$ cat src/rtl/bram_arb_pkg.sv
// Shared types and constants for the BRAM port arbiter.
package bram_arb_pkg;

   localparam int NREQ_MAX = 4;

   // One read-tracking entry: a live bit plus the one-hot requester id.
   typedef struct packed {
      logic                valid;
      logic [NREQ_MAX-1:0] id;
   } rd_tag_t;

   // Read latency of the BRAM A port: one cycle, plus one for the output register.
   function automatic int rd_lat(input int do_reg);
      return 1 + do_reg;
   endfunction

endpackage

$ cat src/rtl/bram_port_arbiter_rr_arbiter.sv
// Round-robin arbiter: one-hot grant scanning upward from rr_ptr, with wrap.
module rr_arbiter #(
   parameter int NREQ = 2
) (
   input  logic            clk,
   input  logic            rst,
   input  logic [NREQ-1:0] req,
   output logic [NREQ-1:0] gnt
);

   localparam int               PTR_W  = (NREQ > 2) ? 2 : 1;
   localparam logic [PTR_W:0]   NREQ_W = (PTR_W+1)'(NREQ);

   logic [PTR_W-1:0]  rr_ptr_q, rr_ptr_d;
   logic [2*NREQ-1:0] dbl;
   logic [NREQ-1:0]   rot;
   logic [PTR_W-1:0]  sel;
   logic [PTR_W:0]    sum, nxt;
   logic              any;

   // Rotate requests so rr_ptr sits at bit 0, pick the lowest set bit, rotate back.
   always_comb begin
      dbl      = {req, req} >> rr_ptr_q;
      rot      = dbl[NREQ-1:0];
      any      = (|req) & ~rst;
      sel      = '0;
      for (int i = NREQ-1; i >= 0; i--) begin
         if (rot[i]) sel = PTR_W'(i);
      end
      sum = {1'b0, sel} + {1'b0, rr_ptr_q};
      if (sum >= NREQ_W) sum = sum - NREQ_W;
      nxt = sum + 1'b1;
      if (nxt == NREQ_W) nxt = '0;
      gnt = '0;
      if (any) gnt[sum[PTR_W-1:0]] = 1'b1;
      rr_ptr_d = any ? nxt[PTR_W-1:0] : rr_ptr_q;
   end

   // Pointer moves past the winner; holds when nothing is granted.
   always_ff @(posedge clk) begin
      if (rst) rr_ptr_q <= '0;
      else     rr_ptr_q <= rr_ptr_d;
   end

endmodule

$ cat src/rtl/bram_port_arbiter.sv
// Shares one BRAM A port among NREQ requesters; routes read data back by tag.
module bram_port_arbiter
   import bram_arb_pkg::*;
#(
   parameter int NREQ   = 2,
   parameter int ADDR_W = 10,
   parameter int DATA_W = 16,
   parameter int DO_REG = 0
) (
   input  logic                   clk,
   input  logic                   rst,
   input  logic [NREQ-1:0]        req_valid,
   output logic [NREQ-1:0]        req_ready,
   input  logic [NREQ-1:0]        req_we,
   input  logic [NREQ*ADDR_W-1:0] req_addr,
   input  logic [NREQ*DATA_W-1:0] req_wdata,
   output logic [NREQ-1:0]        rsp_valid,
   output logic [DATA_W-1:0]      rsp_rdata,
   output logic                   bram_en,
   output logic [1:0]             bram_we,
   output logic [ADDR_W-1:0]      bram_addr,
   output logic [DATA_W-1:0]      bram_wdata,
   output logic                   bram_regce,
   input  logic [DATA_W-1:0]      bram_rdata
);

   localparam int RD_LAT = rd_lat(DO_REG);

   if (NREQ < 2 || NREQ > NREQ_MAX) begin : g_bad_nreq
      $error("bram_port_arbiter: NREQ must be 2..4");
   end
   if (DO_REG < 0 || DO_REG > 1) begin : g_bad_do_reg
      $error("bram_port_arbiter: DO_REG must be 0 or 1");
   end

   logic [NREQ-1:0]             gnt;
   logic                        we_g;
   rd_tag_t [RD_LAT-1:0]        tag_q, tag_d;
   rd_tag_t                     tag_out;
   logic                        unused_tag_bits;

   rr_arbiter #(.NREQ(NREQ)) u_arb (
      .clk (clk),
      .rst (rst),
      .req (req_valid),
      .gnt (gnt)
   );

   assign req_ready = gnt;

   // Issue mux: grant is one-hot, so OR-ing the masked requester fields selects it.
   always_comb begin
      bram_addr  = '0;
      bram_wdata = '0;
      we_g       = 1'b0;
      for (int i = 0; i < NREQ; i++) begin
         if (gnt[i]) begin
            bram_addr  = bram_addr  | req_addr[i*ADDR_W +: ADDR_W];
            bram_wdata = bram_wdata | req_wdata[i*DATA_W +: DATA_W];
            we_g       = we_g | req_we[i];
         end
      end
      bram_en = |gnt;
      bram_we = {2{we_g}};
   end

   // Read-tag shift pipe: stage 0 loads on acceptance, last stage lines up with DOADO.
   always_comb begin
      tag_d          = tag_q;
      tag_d[0].valid = (|gnt) & ~we_g;
      tag_d[0].id    = NREQ_MAX'(gnt);
      for (int s = 1; s < RD_LAT; s++) begin
         tag_d[s] = tag_q[s-1];
      end
   end

   // Reset drops every in-flight read.
   always_ff @(posedge clk) begin
      if (rst) tag_q <= '0;
      else     tag_q <= tag_d;
   end

   // Response demux; the output register only loads for tracked reads.
   always_comb begin
      tag_out         = tag_q[RD_LAT-1];
      rsp_valid       = tag_out.valid ? tag_out.id[NREQ-1:0] : '0;
      rsp_rdata       = tag_out.valid ? bram_rdata : '0;
      bram_regce      = (DO_REG == 1) ? tag_q[0].valid : 1'b0;
      unused_tag_bits = ^tag_out.id;
   end

endmodule

$ cat config.mk
export PLATFORM = sky130hd
export DESIGN_NAME = bram_port_arbiter
export DESIGN_NICKNAME = d
export VERILOG_FILES = /design/src/rtl/bram_arb_pkg.sv /design/src/rtl/bram_port_arbiter_rr_arbiter.sv /design/src/rtl/bram_port_arbiter.sv
export SDC_FILE = /design/constraint.sdc
export NUM_CORES = 1
export LEC_CHECK = 0
export BUFFER_PORTS_ARGS = -buffer_cell sky130_fd_sc_hd__buf_2
export CAP_MARGIN = 40
export CORE_MARGIN = 5
export CORE_UTILIZATION = 21
export CTS_CLUSTER_SIZE = 8
export DETAILED_ROUTE_END_ITERATION = 6
export PLACE_DENSITY = 0.76
export SKIP_CTS_REPAIR_TIMING = 1
export SYNTH_ARGS = -nofsm -noshare
export SYNTH_HDL_FRONTEND = slang
export SYNTH_HIERARCHICAL = 1
export SYNTH_SLANG_ARGS = --single-unit
$ cat constraint.sdc
create_clock -name clk -period 1.2 [get_ports clk]
set_clock_uncertainty 0.1 [all_clocks]
set_input_delay 0.18 -clock clk [delete_from_list [all_inputs] [get_ports clk]]
set_output_delay 0.18 -clock clk [all_outputs]
set_load 0.01 [all_outputs]
Word level (Yosys, flattened, before mapping)
Index checks and enable logic that the tools add are counted.

Add/sub/neg operators: 3. Magnitude comparators: 3. Eq/ne operators: 1. Shifts and indexed selects: 1. Mux-type cells: 15. Bitwise operators: 7. Reduce and logical (&&, ||, !) cells: 3.

Operator list (number): 2-to-1 mux 16 bit (3); 2-to-1 mux 10 bit (2); OR 16 bit (1); OR 10 bit (1); 2-to-1 mux 1 bit (6); 2-to-1 mux 2 bit (3); OR reduction 2 bit (2); >> shifter 4 x 1 -> 2 bit (1); adder 1 x 1 -> 2 bit (1); adder 2 x 1 -> 2 bit (second input constant) (1); bitwise AND 1 bit (2); equality test 2 bit (second input constant) (1); >= comparator 2 bit (second input constant) (1); < comparator 1 x 2 -> 1 bit (second input constant) (1); NOT 1 bit (2); subtractor 2 bit (second input constant) (1); demux 1 bit (select 1 bit) (1); >= comparator 1 bit (second input constant) (1); logical AND 1 bit (1); OR 1 bit (1).

Register bits after elaboration: 4. Output and inout bits: 50.

Depth between registers and ports, before layout
Gate-level depths: netlist (run 1).

Depth in word-level cells: 16. Mapped depth: 5. Mapped depth without buffers: 4.

By module
Netlist (run 1), hierarchy kept.

By module, submodules not included: bram_port_arbiter (times used 1, cells each 63, area an instance 514.2 um^2, sequential area each 60.1 um^2); rr_arbiter (times used 1, cells each 7, area an instance 61.3 um^2, sequential area each 20.0 um^2).

Worst setup path after synthesis (run 1)
OpenSTA, ideal clock, no wires.

Path type: register -> output. Start: register u_arb.rr_ptr_q. End: output port bram_addr[5]. Arrival: 1.383 ns. Required time: 0.920 ns. Path slack: -0.463 ns. Stages on the path, launching flop included: 6. Buffers on the path: 2. Cell sequence: dfxtp_1 nor2b_1 nor3b_1 buf_6 buf_2 a22o_1.

RTL lines: start, declared (line bram_port_arbiter_rr_arbiter.sv:14) `logic [PTR_W-1:0] rr_ptr_q, rr_ptr_d;`; start signal, assigned (line bram_port_arbiter_rr_arbiter.sv:42) `else rr_ptr_q <= rr_ptr_d;`; >> shifter 4 x 1 -> 2 bit (line bram_port_arbiter_rr_arbiter.sv:23) `dbl = {req, req} >> rr_ptr_q;`; 2-to-1 mux 1 bit (2 in series) (line bram_port_arbiter_rr_arbiter.sv:28) `if (rot[i]) sel = PTR_W'(i);`; adder 1 x 1 -> 2 bit (*) (line bram_port_arbiter_rr_arbiter.sv:30) `sum = {1'b0, sel} + {1'b0, rr_ptr_q};`; subtractor 2 bit or >= comparator 2 bit (tied branches) (line bram_port_arbiter_rr_arbiter.sv:31) `if (sum >= NREQ_W) sum = sum - NREQ_W;`; 2-to-1 mux 2 bit (*) (line bram_port_arbiter_rr_arbiter.sv:31); < comparator 1 x 2 -> 1 bit (not written as such) or >= comparator 1 bit (tied branches) (line bram_port_arbiter_rr_arbiter.sv:35) `if (any) gnt[sum[PTR_W-1:0]] = 1'b1;`; logical AND 1 bit (not written as such) (line bram_port_arbiter_rr_arbiter.sv:35); 2-to-1 mux 1 bit (not written as such) (line bram_port_arbiter_rr_arbiter.sv:35); demux 1 bit (select 1 bit) (*); 2-to-1 mux 2 bit (*) (line bram_port_arbiter_rr_arbiter.sv:35); named net req_ready[1] (line bram_port_arbiter.sv:13) `output logic [NREQ-1:0] req_ready,`; 2-to-1 mux 10 bit (*) (line bram_port_arbiter.sv:57) `if (gnt[i]) begin`; end, declared (line bram_port_arbiter.sv:21) `output logic [ADDR_W-1:0] bram_addr,`.

Mark *: on every way through the listed nets, which the timed path passes. The rest lies on a longest branch.

Worst setup path after layout (run 1)
Start: register u_arb.rr_ptr_q. End: output port bram_en.

Longest elaborated chain between the ends: 12.

RTL lines: >> shifter 4 x 1 -> 2 bit (line bram_port_arbiter_rr_arbiter.sv:23); 2-to-1 mux 1 bit (2 in series) (line bram_port_arbiter_rr_arbiter.sv:28); adder 1 x 1 -> 2 bit (*) (line bram_port_arbiter_rr_arbiter.sv:30); subtractor 2 bit or >= comparator 2 bit (tied branches) (line bram_port_arbiter_rr_arbiter.sv:31); 2-to-1 mux 2 bit (*) (line bram_port_arbiter_rr_arbiter.sv:31); < comparator 1 x 2 -> 1 bit (not written as such) or >= comparator 1 bit (tied branches) (line bram_port_arbiter_rr_arbiter.sv:35); logical AND 1 bit (not written as such) (line bram_port_arbiter_rr_arbiter.sv:35); 2-to-1 mux 1 bit (not written as such) (line bram_port_arbiter_rr_arbiter.sv:35); demux 1 bit (select 1 bit) (*); 2-to-1 mux 2 bit (*) (line bram_port_arbiter_rr_arbiter.sv:35); OR reduction 2 bit (*) (line bram_port_arbiter.sv:63) `bram_en = |gnt;`; end, declared (line bram_port_arbiter.sv:19) `output logic bram_en,`.

Mark *: on every way between the ends. The rest lies on a longest branch, timed or not.

==> results of run 1 <==
## worst min-delay path by stage
stage / start / slack, ns / endpoint
2_1_floorplan: rst / 0.15 / tag_out[4]
3_3_place_gp: req_we[1] / 0.47 / tag_out[4]
3_5_place_dp: rst / 0.47 / tag_out[1]
4_1_cts: req_we[1] / 0.22 / tag_out[4]
5_1_grt: req_we[1] / 0.22 / tag_out[4]
6_report: req_we[1] / 0.22 / tag_out[4]
## metrics by stage
stage | setup TNS (ns) | setup WS (ns)
3_5_place_dp | -6.20 | -0.262
5_1_grt | -17.11 | -0.540
6_report | -13.98 | -0.447
3_3_place_gp | -5.67 | -0.223
2_1_floorplan | -4.94 | -0.207
4_1_cts | -14.66 | -0.509
## area by class of cell
class                           instances  share of cell area (%)
Tap cell                               31                    2.52
Timing Repair Buffer                  133                    57.1
Clock buffer                            4                    1.70
Sequential cell                         4                    5.68
Inverter                                1                   0.244
Multi-Input combinational cell         55                    32.7
## logic make-up (layout without fill, tap and decap cells)
logic type	after synthesis	after routing	synth area share, %
DFF	4	4	13.9
other	1	1	0.652
and+or+nand+nor	25	25	28.5
AOI/OAI and AO/OA	29	29	44.1
buffers and inverters	11	138	12.8
## cells in the mapped netlist
| cell type | n |
|---|---|
| sky130_fd_sc_hd__dfxtp_1 | 4 |
| sky130_fd_sc_hd__buf_6 | 2 |
| sky130_fd_sc_hd__nor3b_2 | 1 |
| sky130_fd_sc_hd__o21ba_2 | 1 |
| sky130_fd_sc_hd__and2_1 | 18 |
| sky130_fd_sc_hd__buf_2 | 5 |
| sky130_fd_sc_hd__buf_4 | 3 |
| sky130_fd_sc_hd__nor2b_1 | 4 |
| sky130_fd_sc_hd__a22o_1 | 27 |
| sky130_fd_sc_hd__nor3b_1 | 1 |
| sky130_fd_sc_hd__conb_1 | 1 |
| sky130_fd_sc_hd__a211oi_1 | 1 |
| sky130_fd_sc_hd__or2_2 | 1 |
| sky130_fd_sc_hd__inv_1 | 1 |
## power groups by stage
stage | Clock, uW | Combinational [uW] | Sequential (uW)
6_report | 196 | 525 | 149
5_1_grt | 213 | 565 | 150
2_1_floorplan | 0 | 216 | 149
3_3_place_gp | 0 | 440 | 149
3_5_place_dp | 0 | 445 | 149
4_1_cts | 192 | 446 | 147
## worst max-delay path, delay by kind of cell (launching register included)
kind	cells	cell delay, ns
AND/OR/NAND/NOR	3	0.50
flip-flops	1	0.35
buffers and inverters	2	0.28
## flip-flops by register name, indices dropped and copies added (netlist names)
name and flops:
tag_out 3, u_arb/rr_ptr_q 1
## per-layer routing
metal | global-route usage (%) | share of wire, % | wire length, microns
met4 | 1.59 | 1.2 | 44
met3 | 4.86 | 6.3 | 232
met1 | 15.8 | 34 | 1250
met2 | 30.1 | 58 | 2130
met5 | 0 | 0 | 0
==> impl_results.rst, run 1 <==
.. list-table::
   :header-rows: 1

   * - Metric
     - Value
   * - Run status
     - complete, but fails checks
   * - Violated checks
     - setup timing
   * - Die Width
     - 62.4 microns
   * - Switching pwr
     - 293 uW
   * - Inserted Clock Buffers
     - 3
   * - Final setup violation count
     - 50
   * - Total congestion overflow after global routing
     - 0
   * - Area after DPL
     - 1300 sq um
   * - Critical Path Slowest Stage Cell
     - sky130_fd_sc_hd__dfxtp_4
   * - Vias
     - 1048
   * - Final number of max-transition violations
     - 0
   * - Total power divided by cell area
     - 564 nW/um^2
   * - Share of the clock period used by the worst path
     - 137%
   * - Net switching fraction of the power
     - 33.7%
   * - WHS Path Cells
     - 4
   * - Post-Syn Area
     - 576 sq um
   * - Peak VDD IR
     - 0.000483 V
   * - Area taken by flip-flops and latches
     - 87.6 sq um
   * - Gpl congestion
     - 0.740
   * - Detail-routed via count per cell
     - 4.60
   * - Clk pwr share
     - 22.5%
   * - Core Footprint
     - 2690 sq um
   * - Root buffer selected by CTS
     - sky130_fd_sc_hd__clkbuf_4
   * - Worst EP required
     - 0.92 ns
   * - Area overhead of the layout relative to synthesis
     - 168%
   * - Y dimension of the die
     - 62.4 microns
   * - Clock-pin slew reported for the worst setup and hold paths after clock tree synthesis
     - 0.04 ns
   * - WL per Instance
     - 16.1 microns
   * - Synth top area cells
     - sky130_fd_sc_hd__a22o_1, sky130_fd_sc_hd__and2_1, sky130_fd_sc_hd__dfxtp_1
   * - Buffers on Ports
     - 122
   * - Crit path arrival time
     - 1.37 ns
   * - Number of maximum-capacitance violations
     - 0
   * - Critical Path Sink Type
     - primary output
   * - Unrepaired setup endpoints after global routing
     - yes
   * - Count of filler cells inserted in the layout
     - 245
   * - Portion of the post-synthesis area used by sequential elements
     - 13.9%
   * - Slowest Stage Delay on Critical Path
     - 0.35 ns
   * - Share of the synthesized area in the top cell type
     - 41.1%
   * - Summed area of non-filler cells in the final layout
     - 1540 sq um
   * - Minimum period implied by the final worst setup slack
     - 1.65 ns
   * - Count of antenna-violating nets left after detailed routing
     - 0
   * - Hold_ws
     - 0.219 ns
   * - Number of clock sinks
     - 4
   * - Number of iterations in the first detailed-routing pass
     - 4
   * - WS Path Type
     - flip-flop to primary output
   * - Number of synthesized register bits
     - 4
   * - Share of power burned in registers
     - 17.1%
   * - Fmax
     - 607 MHz
   * - Startpoint of the worst register-to-register path
     - u_arb/rr_ptr_q
   * - Final critical-path setup slack
     - -0.447 ns
   * - Starting density of the core
     - 21.4%
   * - Startpoint kind of the worst setup timing path
     - flip-flop
   * - Worst R2R End
     - tag_out[4]
   * - Area used by multi-input combinational logic
     - 504 sq um
   * - Critical path, cell by cell
     - nor2b_4 > nor3b_4 > buf_12 > or2_2 > buf_6
   * - Maximum number of buffers from clock root to sink
     - 2
   * - Number of distinct standard cells referenced by the synthesized netlist
     - 14
   * - Boundary pin count
     - 124
   * - Post-Synthesis Net Count
     - 144
   * - Last element of the critical path
     - bram_en
   * - Warning count from the yosys run
     - 6
   * - Maximum net fanout on the critical path
     - 20
   * - Leakage power
     - 0.000899 uW
   * - Tot GR Track Use
     - 15.2%
   * - H-tree level count
     - 1
   * - Highest-count cells in the layout ignoring fill and taps
     - sky130_fd_sc_hd__buf_2, sky130_fd_sc_hd__a22o_1, sky130_fd_sc_hd__buf_6, sky130_fd_sc_hd__and2_4
   * - Largest net degree at the start of global routing
     - 21
   * - Detailed router's first-iteration violation count
     - 19
   * - Internal Pwr Total
     - 576 uW
   * - End-of-flow core utilization
     - 57.4%
   * - Total Wirelength
     - 3660 microns
   * - Final cell count without fillers
     - 228
   * - Overall power consumption
     - 869 uW
   * - Clk_lat worst skew
     - 0.24 ns
   * - Hold Violations, Final
     - 0
   * - NumNets Final
     - 272
   * - Mean area per synthesized cell
     - 8.22 sq um
   * - Die area
     - 3890 sq um
   * - Instance count of the mapped netlist
     - 70
   * - Path depth of the worst reg2reg path
     - 6
   * - Placed cell count
     - 221
   * - Share of post-route cells with drive strength above 1
     - 82.2%
   * - Global-route wire length before repair
     - 5040 microns
   * - Classification of the worst-slack hold path
     - primary input to flip-flop
   * - DRC violations left
     - 0
   * - Cell type contributing the most total cell area after synthesis
     - sky130_fd_sc_hd__a22o_1
   * - Clock tree from TritonCTS
     - yes
   * - Power share of the combinational group
     - 60.4%
   * - Most common library cell in the layout ignoring fill and taps
     - sky130_fd_sc_hd__buf_2
   * - Standard-cell rows
     - 19
   * - Vias in the first global route
     - 1074
   * - DPL Wire Length
     - 2760 microns
   * - Worst setup slack for register-to-register paths
     - -0.21 ns
   * - Antenna diodes
     - 0
   * - Number of antenna violations at the first check in global routing
     - 0
   * - Crit path from
     - u_arb/rr_ptr_q
(Power assumes the default switching activity.)
==> run 2: changes to the inputs <==
Settings changed: CORE_UTILIZATION 21 to 24, GPL_TIMING_DRIVEN set to 0, PLACE_DENSITY 0.76 to 0.81.
Clock period 1.2 ns to 1.85 ns, I/O delays scaled along.
==> run 2 against run 1 <==
The flow still finishes with violations (setup timing). Total power down 42%. Cell count rose by 1.3%. Register-to-register slack better by 0.78 ns. Sequential power shrank 35%. Final area decreased by 9.7%. Critical path depth rose by 1. Utilization increased by 4.3 points. Via count barely moved. Combinational power shrank 42%. Global-route usage increased by 0.81 points. Highest routed layer unchanged.
==> impl_results.rst, run 2 (synthesis gave the netlist of run 1 again) <==
.. list-table::
   :header-rows: 1

   * - Metric
     - Value
   * - Boundary pin count
     - 124 (unchanged)
   * - Fmax
     - 533 MHz
   * - Slowest Stage Delay on Critical Path
     - 0.37 ns (was 0.35 ns)
   * - Final number of max-transition violations
     - 0 (unchanged)
   * - Root buffer selected by CTS
     - sky130_fd_sc_hd__clkbuf_4 (unchanged)
   * - WHS Path Cells
     - 3 (was 4)
   * - Area after DPL
     - 1220 sq um (was 1300 sq um)
   * - Share of the clock period used by the worst path
     - 101%
   * - Placed cell count
     - 220 (was 221)
   * - Number of clock sinks
     - 4 (unchanged)
   * - NumNets Final
     - 279 (was 272)
   * - Last element of the critical path
     - bram_addr[3] (was bram_en)
   * - Final critical-path setup slack
     - -0.0255 ns (was -0.447 ns)
   * - Total congestion overflow after global routing
     - 0 (unchanged)
   * - DPL Wire Length
     - 2850 microns (was 2760 microns)
   * - Detailed router's first-iteration violation count
     - 22 (was 19)
   * - Gpl congestion
     - 0.692 (was 0.740)
   * - WS Path Type
     - flip-flop to primary output (unchanged)
   * - Number of antenna violations at the first check in global routing
     - 0 (unchanged)
   * - Power share of the combinational group
     - 60.5% (was 60.4%)
   * - Unrepaired setup endpoints after global routing
     - yes (unchanged)
   * - WL per Instance
     - 14.7 microns (was 16.1 microns)
   * - Classification of the worst-slack hold path
     - primary input to flip-flop (unchanged)
   * - Total power divided by cell area
     - 365 nW/um^2 (was 564 nW/um^2)
   * - Minimum period implied by the final worst setup slack
     - 1.88 ns
   * - Largest net degree at the start of global routing
     - 11 (was 21)
   * - Number of maximum-capacitance violations
     - 0 (unchanged)
   * - Standard-cell rows
     - 17 (was 19)
   * - Maximum number of buffers from clock root to sink
     - 2 (unchanged)
   * - Startpoint kind of the worst setup timing path
     - flip-flop (unchanged)
   * - Y dimension of the die
     - 59.0 microns (was 62.4 microns)
   * - Net switching fraction of the power
     - 33.3% (was 33.7%)
   * - Detail-routed via count per cell
     - 4.54 (was 4.60)
   * - Sum Neg Setup Slack
     - -0.168 ns (was -13.98 ns)
   * - Clk pwr share
     - 20.6% (was 22.5%)
   * - Maximum net fanout on the critical path
     - 4 (was 20)
   * - Worst EP required
     - 1.47 ns (was 0.92 ns)
   * - Final setup violation count
     - 13 (was 50)
   * - Vias
     - 1049 (was 1048)
   * - Clock tree from TritonCTS
     - yes (unchanged)
   * - Core Footprint
     - 2250 sq um (was 2690 sq um)
   * - Starting density of the core
     - 25.5% (was 21.4%)
   * - Startpoint of the worst register-to-register path
     - u_arb/rr_ptr_q (unchanged)
   * - Inserted Clock Buffers
     - 3 (unchanged)
   * - Die Width
     - 59.0 microns (was 62.4 microns)
   * - Number of iterations in the first detailed-routing pass
     - 3 (was 4)
   * - Count of filler cells inserted in the layout
     - 217 (was 245)
   * - Most Frequent Cell on Critical Path
     - sky130_fd_sc_hd__buf_2
   * - Critical Path Sink Type
     - primary output (unchanged)
   * - H-tree level count
     - 1 (unchanged)
   * - Run status
     - complete, but fails checks (unchanged)
   * - Area overhead of the layout relative to synthesis
     - 142% (was 168%)
   * - Vias in the first global route
     - 980 (was 1074)
   * - Flip-flop count of the largest register, all copies and words added
     - 3 (unchanged)
   * - Crit path arrival time
     - 1.50 ns (was 1.37 ns)
   * - Crit path from
     - u_arb/rr_ptr_q (unchanged)
   * - Clock-pin slew reported for the worst setup and hold paths after clock tree synthesis
     - 0.04 ns (about the same)
   * - Internal Pwr Total
     - 339 uW (was 576 uW)
   * - Summed area of non-filler cells in the final layout
     - 1390 sq um (was 1540 sq um)
   * - DP Worst Slack
     - -0.0657 ns (was -0.262 ns)
   * - DRC violations left
     - 0 (unchanged)
   * - Share of power burned in registers
     - 18.9% (was 17.1%)
   * - Hold Violations, Final
     - 0 (unchanged)
   * - Critical Path Slowest Stage Cell
     - sky130_fd_sc_hd__dfxtp_4 (unchanged)
   * - Global-route wire length before repair
     - 4350 microns (was 5040 microns)
   * - Highest-count cells in the layout ignoring fill and taps
     - sky130_fd_sc_hd__buf_2, sky130_fd_sc_hd__a22o_1, sky130_fd_sc_hd__and2_1, sky130_fd_sc_hd__buf_4, sky130_fd_sc_hd__buf_6 (was sky130_fd_sc_hd__buf_2, sky130_fd_sc_hd__a22o_1, sky130_fd_sc_hd__buf_6, sky130_fd_sc_hd__and2_4)
   * - Violated checks
     - setup timing (unchanged)
   * - Final cell count without fillers
     - 231 (was 228)
   * - Critical path, cell by cell
     - nor2b_4 > nor3b_4 > buf_2 > buf_4 > a22o_1 > buf_2 (was nor2b_4 > nor3b_4 > buf_12 > or2_2 > buf_6)
   * - Die area
     - 3480 sq um (was 3890 sq um)
   * - Worst R2R End
     - tag_out[4] (unchanged)
   * - Leakage power
     - 0.000886 uW (was 0.000899 uW)
   * - Most common library cell in the layout ignoring fill and taps
     - sky130_fd_sc_hd__buf_2 (unchanged)
   * - Antenna diodes
     - 0 (unchanged)
   * - Path depth of the worst reg2reg path
     - 5 (was 6)
   * - Clk_lat worst skew
     - 0.23 ns (was 0.24 ns)
   * - Overall power consumption
     - 508 uW (was 869 uW)
   * - Total Wirelength
     - 3400 microns (was 3660 microns)
   * - Worst setup slack for register-to-register paths
     - 0.57 ns (was -0.21 ns)
   * - Tot GR Track Use
     - 16.0% (was 15.2%)
   * - Buffers on Ports
     - 122 (unchanged)
   * - Count of antenna-violating nets left after detailed routing
     - 0 (unchanged)
   * - Switching pwr
     - 169 uW (was 293 uW)
   * - Share of post-route cells with drive strength above 1
     - 74.4% (was 82.2%)
   * - Peak VDD IR
     - 0.000197 V (was 0.000483 V)
## run 2: worst min-delay path by stage
stage | start | endpoint | slack (ns)
4_1_cts | rst | tag_out[1] | 0.19
3_5_place_dp | rst | tag_out[1] | 0.43
2_1_floorplan | rst | tag_out[4] | 0.25
3_3_place_gp | rst | tag_out[1] | 0.43
6_report | req_we[1] | tag_out[4] | 0.24
5_1_grt | req_we[1] | tag_out[4] | 0.25
## run 2: power groups by stage
| stage | Clock, uW | Sequential, uW | Combinational (uW) |
|---|---|---|---|
| final | 105 | 96.2 | 307 |
| after global routing | 112 | 97.5 | 333 |
| after CTS | 110 | 94.7 | 270 |
| after detailed placement | 0 | 96.1 | 270 |
| after global placement | 0 | 95.8 | 268 |
| after floorplan | 0 | 95.1 | 124 |
## run 2: worst max-delay path: cells and delay by family, from the launching register on
family	cells	cell delay, ns
DFF	1	0.37
and+or+nand+nor	2	0.32
buffers and inverters	3	0.46
AOI/OAI and AO/OA	1	0.12
## run 2: routing by layer
metal | global-route usage, % | wire length, microns | vias to the layer above
li1 | - | - | 523
met1 | 17.1 | 1150 | 461
met2 | 29.2 | 1790 | 63
met3 | 5.01 | 439 | 2
met4 | 6.15 | 17 | 0
met5 | 0 | 0 | -
## run 2: area by class of cell
type	instances	area [sq um]	area share, %
timing repair buffer	130	689	49.6
tap	28	35.0	2.52
buffer	10	95.1	6.83
inverter	1	3.75	0.270
multi-input combinational	55	462	33.2
clock buffer	3	22.5	1.62
sequential	4	83.8	6.03
## run 2: stage by stage
stage,hold slack (ns),utilization (%)
floorplan,0.247,-
global placement,0.430,54.2
detailed placement,0.434,54.2
CTS,0.191,55.2
global route,0.248,61.7
finish,0.237,61.7
==> run 3: changes to the inputs <==
Settings changed: MAX_ROUTING_LAYER set to met4, SLEW_MARGIN set to 40.
==> run 3 against run 2 <==
The run still ends with setup timing left. Hold slack about the same. Final area unchanged. Flip-flop and latch count unchanged. Sequential share of layout area unchanged. Combinational power about the same. Sequential power about the same. Cell count unchanged. Utilization unchanged. Clock power about the same. Clock-buffer cell count unchanged. Total power up 0.10%. Die area unchanged. Critical endpoint unchanged. Highest routed layer unchanged.
==> impl_results.rst, run 3 (synthesis gave the netlist of run 1 again) <==
.. list-table::
   :header-rows: 1

   * - Metric
     - Value
   * - Gpl congestion
     - 0.699 (was 0.692)
   * - Inserted Clock Buffers
     - 3 (unchanged)
   * - Area overhead of the layout relative to synthesis
     - 142% (unchanged)
   * - Number of clock sinks
     - 4 (unchanged)
   * - Critical Path Sink Type
     - primary output (unchanged)
   * - Minimum period implied by the final worst setup slack
     - 1.89 ns (was 1.88 ns)
   * - Violated checks
     - setup timing (unchanged)
   * - Peak VDD IR
     - 0.000197 V (about the same)
   * - Number of antenna violations at the first check in global routing
     - 0 (unchanged)
   * - Sum Neg Setup Slack
     - -0.342 ns (was -0.168 ns)
   * - Final cell count without fillers
     - 231 (unchanged)
   * - Startpoint kind of the worst setup timing path
     - flip-flop (unchanged)
   * - Core Footprint
     - 2250 sq um (unchanged)
   * - Classification of the worst-slack hold path
     - primary input to flip-flop (unchanged)
   * - Total Wirelength
     - 3410 microns (was 3400 microns)
   * - Area after DPL
     - 1220 sq um (unchanged)
   * - Vias
     - 1042 (was 1049)
   * - Critical path, cell by cell
     - nor2b_4 > nor3b_4 > buf_2 > buf_4 > a22o_1 > buf_2 (unchanged)
   * - Placed cell count
     - 220 (unchanged)
   * - H-tree level count
     - 1 (unchanged)
   * - Hold Violations, Final
     - 0 (unchanged)
   * - Slowest Stage Delay on Critical Path
     - 0.37 ns (about the same)
   * - Detail-routed via count per cell
     - 4.51 (was 4.54)
   * - Global-route wire length before repair
     - 4350 microns (unchanged)
   * - Vias in the first global route
     - 979 (was 980)
   * - Die area
     - 3480 sq um (unchanged)
   * - DP Worst Slack
     - -0.0657 ns (unchanged)
   * - Clk_lat worst skew
     - 0.23 ns (about the same)
   * - Crit path arrival time
     - 1.51 ns (was 1.50 ns)
   * - Number of maximum-capacitance violations
     - 0 (unchanged)
   * - Share of the clock period used by the worst path
     - 102% (was 101%)
   * - Clock tree from TritonCTS
     - yes (unchanged)
   * - Clock-pin slew reported for the worst setup and hold paths after clock tree synthesis
     - 0.04 ns (about the same)
   * - Leakage power
     - 0.000886 uW (unchanged)
   * - Share of post-route cells with drive strength above 1
     - 74.4% (unchanged)
   * - Largest net degree at the start of global routing
     - 11 (unchanged)
   * - Count of antenna-violating nets left after detailed routing
     - 0 (unchanged)
   * - Final critical-path setup slack
     - -0.0353 ns (was -0.0255 ns)
   * - Tot GR Track Use
     - 16.5% (was 16.0%)
   * - Detailed router's first-iteration violation count
     - 19 (was 22)
   * - Most common library cell in the layout ignoring fill and taps
     - sky130_fd_sc_hd__buf_2 (unchanged)
   * - Count of filler cells inserted in the layout
     - 217 (unchanged)
   * - Summed area of non-filler cells in the final layout
     - 1390 sq um (unchanged)
   * - Root buffer selected by CTS
     - sky130_fd_sc_hd__clkbuf_4 (unchanged)
   * - WS Path Type
     - flip-flop to primary output (unchanged)
   * - Hold_ws
     - 0.237 ns (about the same)
   * - Run status
     - complete, but fails checks (unchanged)
   * - Worst EP required
     - 1.47 ns (about the same)
   * - Final setup violation count
     - 19 (was 13)
   * - Maximum net fanout on the critical path
     - 4 (unchanged)
   * - Most Frequent Cell on Critical Path
     - sky130_fd_sc_hd__buf_2 (unchanged)
   * - Die Width
     - 59.0 microns (unchanged)
   * - DPL Wire Length
     - 2850 microns (unchanged)
   * - Starting density of the core
     - 25.5% (unchanged)
   * - Critical Path Slowest Stage Cell
     - sky130_fd_sc_hd__dfxtp_4 (unchanged)
   * - Fmax
     - 530 MHz (was 533 MHz)
   * - Number of iterations in the first detailed-routing pass
     - 3 (unchanged)
   * - WL per Instance
     - 14.8 microns (was 14.7 microns)
   * - Highest-count cells in the layout ignoring fill and taps
     - sky130_fd_sc_hd__buf_2, sky130_fd_sc_hd__a22o_1, sky130_fd_sc_hd__and2_1, sky130_fd_sc_hd__buf_4, sky130_fd_sc_hd__buf_6 (unchanged)
   * - Maximum number of buffers from clock root to sink
     - 2 (unchanged)
   * - Total congestion overflow after global routing
     - 0 (unchanged)
   * - Total power divided by cell area
     - 366 nW/um^2 (was 365 nW/um^2)
   * - Buffers on Ports
     - 122 (unchanged)
   * - Standard-cell rows
     - 17 (unchanged)
   * - DRC violations left
     - 0 (unchanged)
   * - Unrepaired setup endpoints after global routing
     - yes (unchanged)
   * - Antenna diodes
     - 0 (unchanged)
   * - NumNets Final
     - 279 (unchanged)
   * - Flip-flop count of the largest register, all copies and words added
     - 3 (unchanged)
   * - Final number of max-transition violations
     - 0 (unchanged)
   * - Y dimension of the die
     - 59.0 microns (unchanged)
   * - Boundary pin count
     - 124 (unchanged)
-- run 3: per-layer routing --
metal / wire [microns] / global-route usage [%] / up-vias / share of wire (%)
met2: 1800 / 29.2 / 63 / 53
met1: 1170 / 17.3 / 453 / 34
li1: - / - / 524 / -
met3: 426 / 4.58 / 2 / 12
met4: 17 / 6.15 / 0 / 0.50
met5: 0 / - / - / 0
-- run 3: layout make-up --
class	count	area [sq um]	area share (%)
buffer	10	95.1	6.83
clock buffer	3	22.5	1.62
inverter	1	3.75	0.270
multi-input combinational	55	462	33.2
sequential	4	83.8	6.03
tap	28	35.0	2.52
timing repair buffer	130	689	49.6
-- run 3: metrics by stage --
stage | utilization [%] | total power, uW
2_1_floorplan | - | 219
3_3_place_gp | 54.2 | 364
4_1_cts | 55.2 | 475
3_5_place_dp | 54.2 | 366
6_report | 61.7 | 509
5_1_grt | 61.7 | 543
-- run 3: path summary, 6_finish.rpt --
check | from | end | slack [ns] | cells after the start
max | u_arb/rr_ptr_q | bram_addr[3] | -0.04 | 6
min reg2reg | u_arb/rr_ptr_q | u_arb/rr_ptr_q | 0.55 | 2
min | req_we[1] | tag_out[4] | 0.24 | 3
max reg2reg | u_arb/rr_ptr_q | tag_out[1] | 0.57 | 5
-- run 3: where the power goes --
| group | total [uW] | switching (uW) | internal [uW] |
|---|---|---|---|
| Clock | 104 | 32.1 | 72.3 |
| Sequential | 96.2 | 5.01 | 91.2 |
| Combinational | 308 | 132 | 176 |
| Total | 509 | 170 | 339 |
-- run 3: critical path, delay by kind of cell, from the launching register on --
family / cells / cell delay, ns
DFF: 1 / 0.37
AOI/OAI and AO/OA: 1 / 0.12
and+or+nand+nor: 2 / 0.33
buffers and inverters: 3 / 0.46
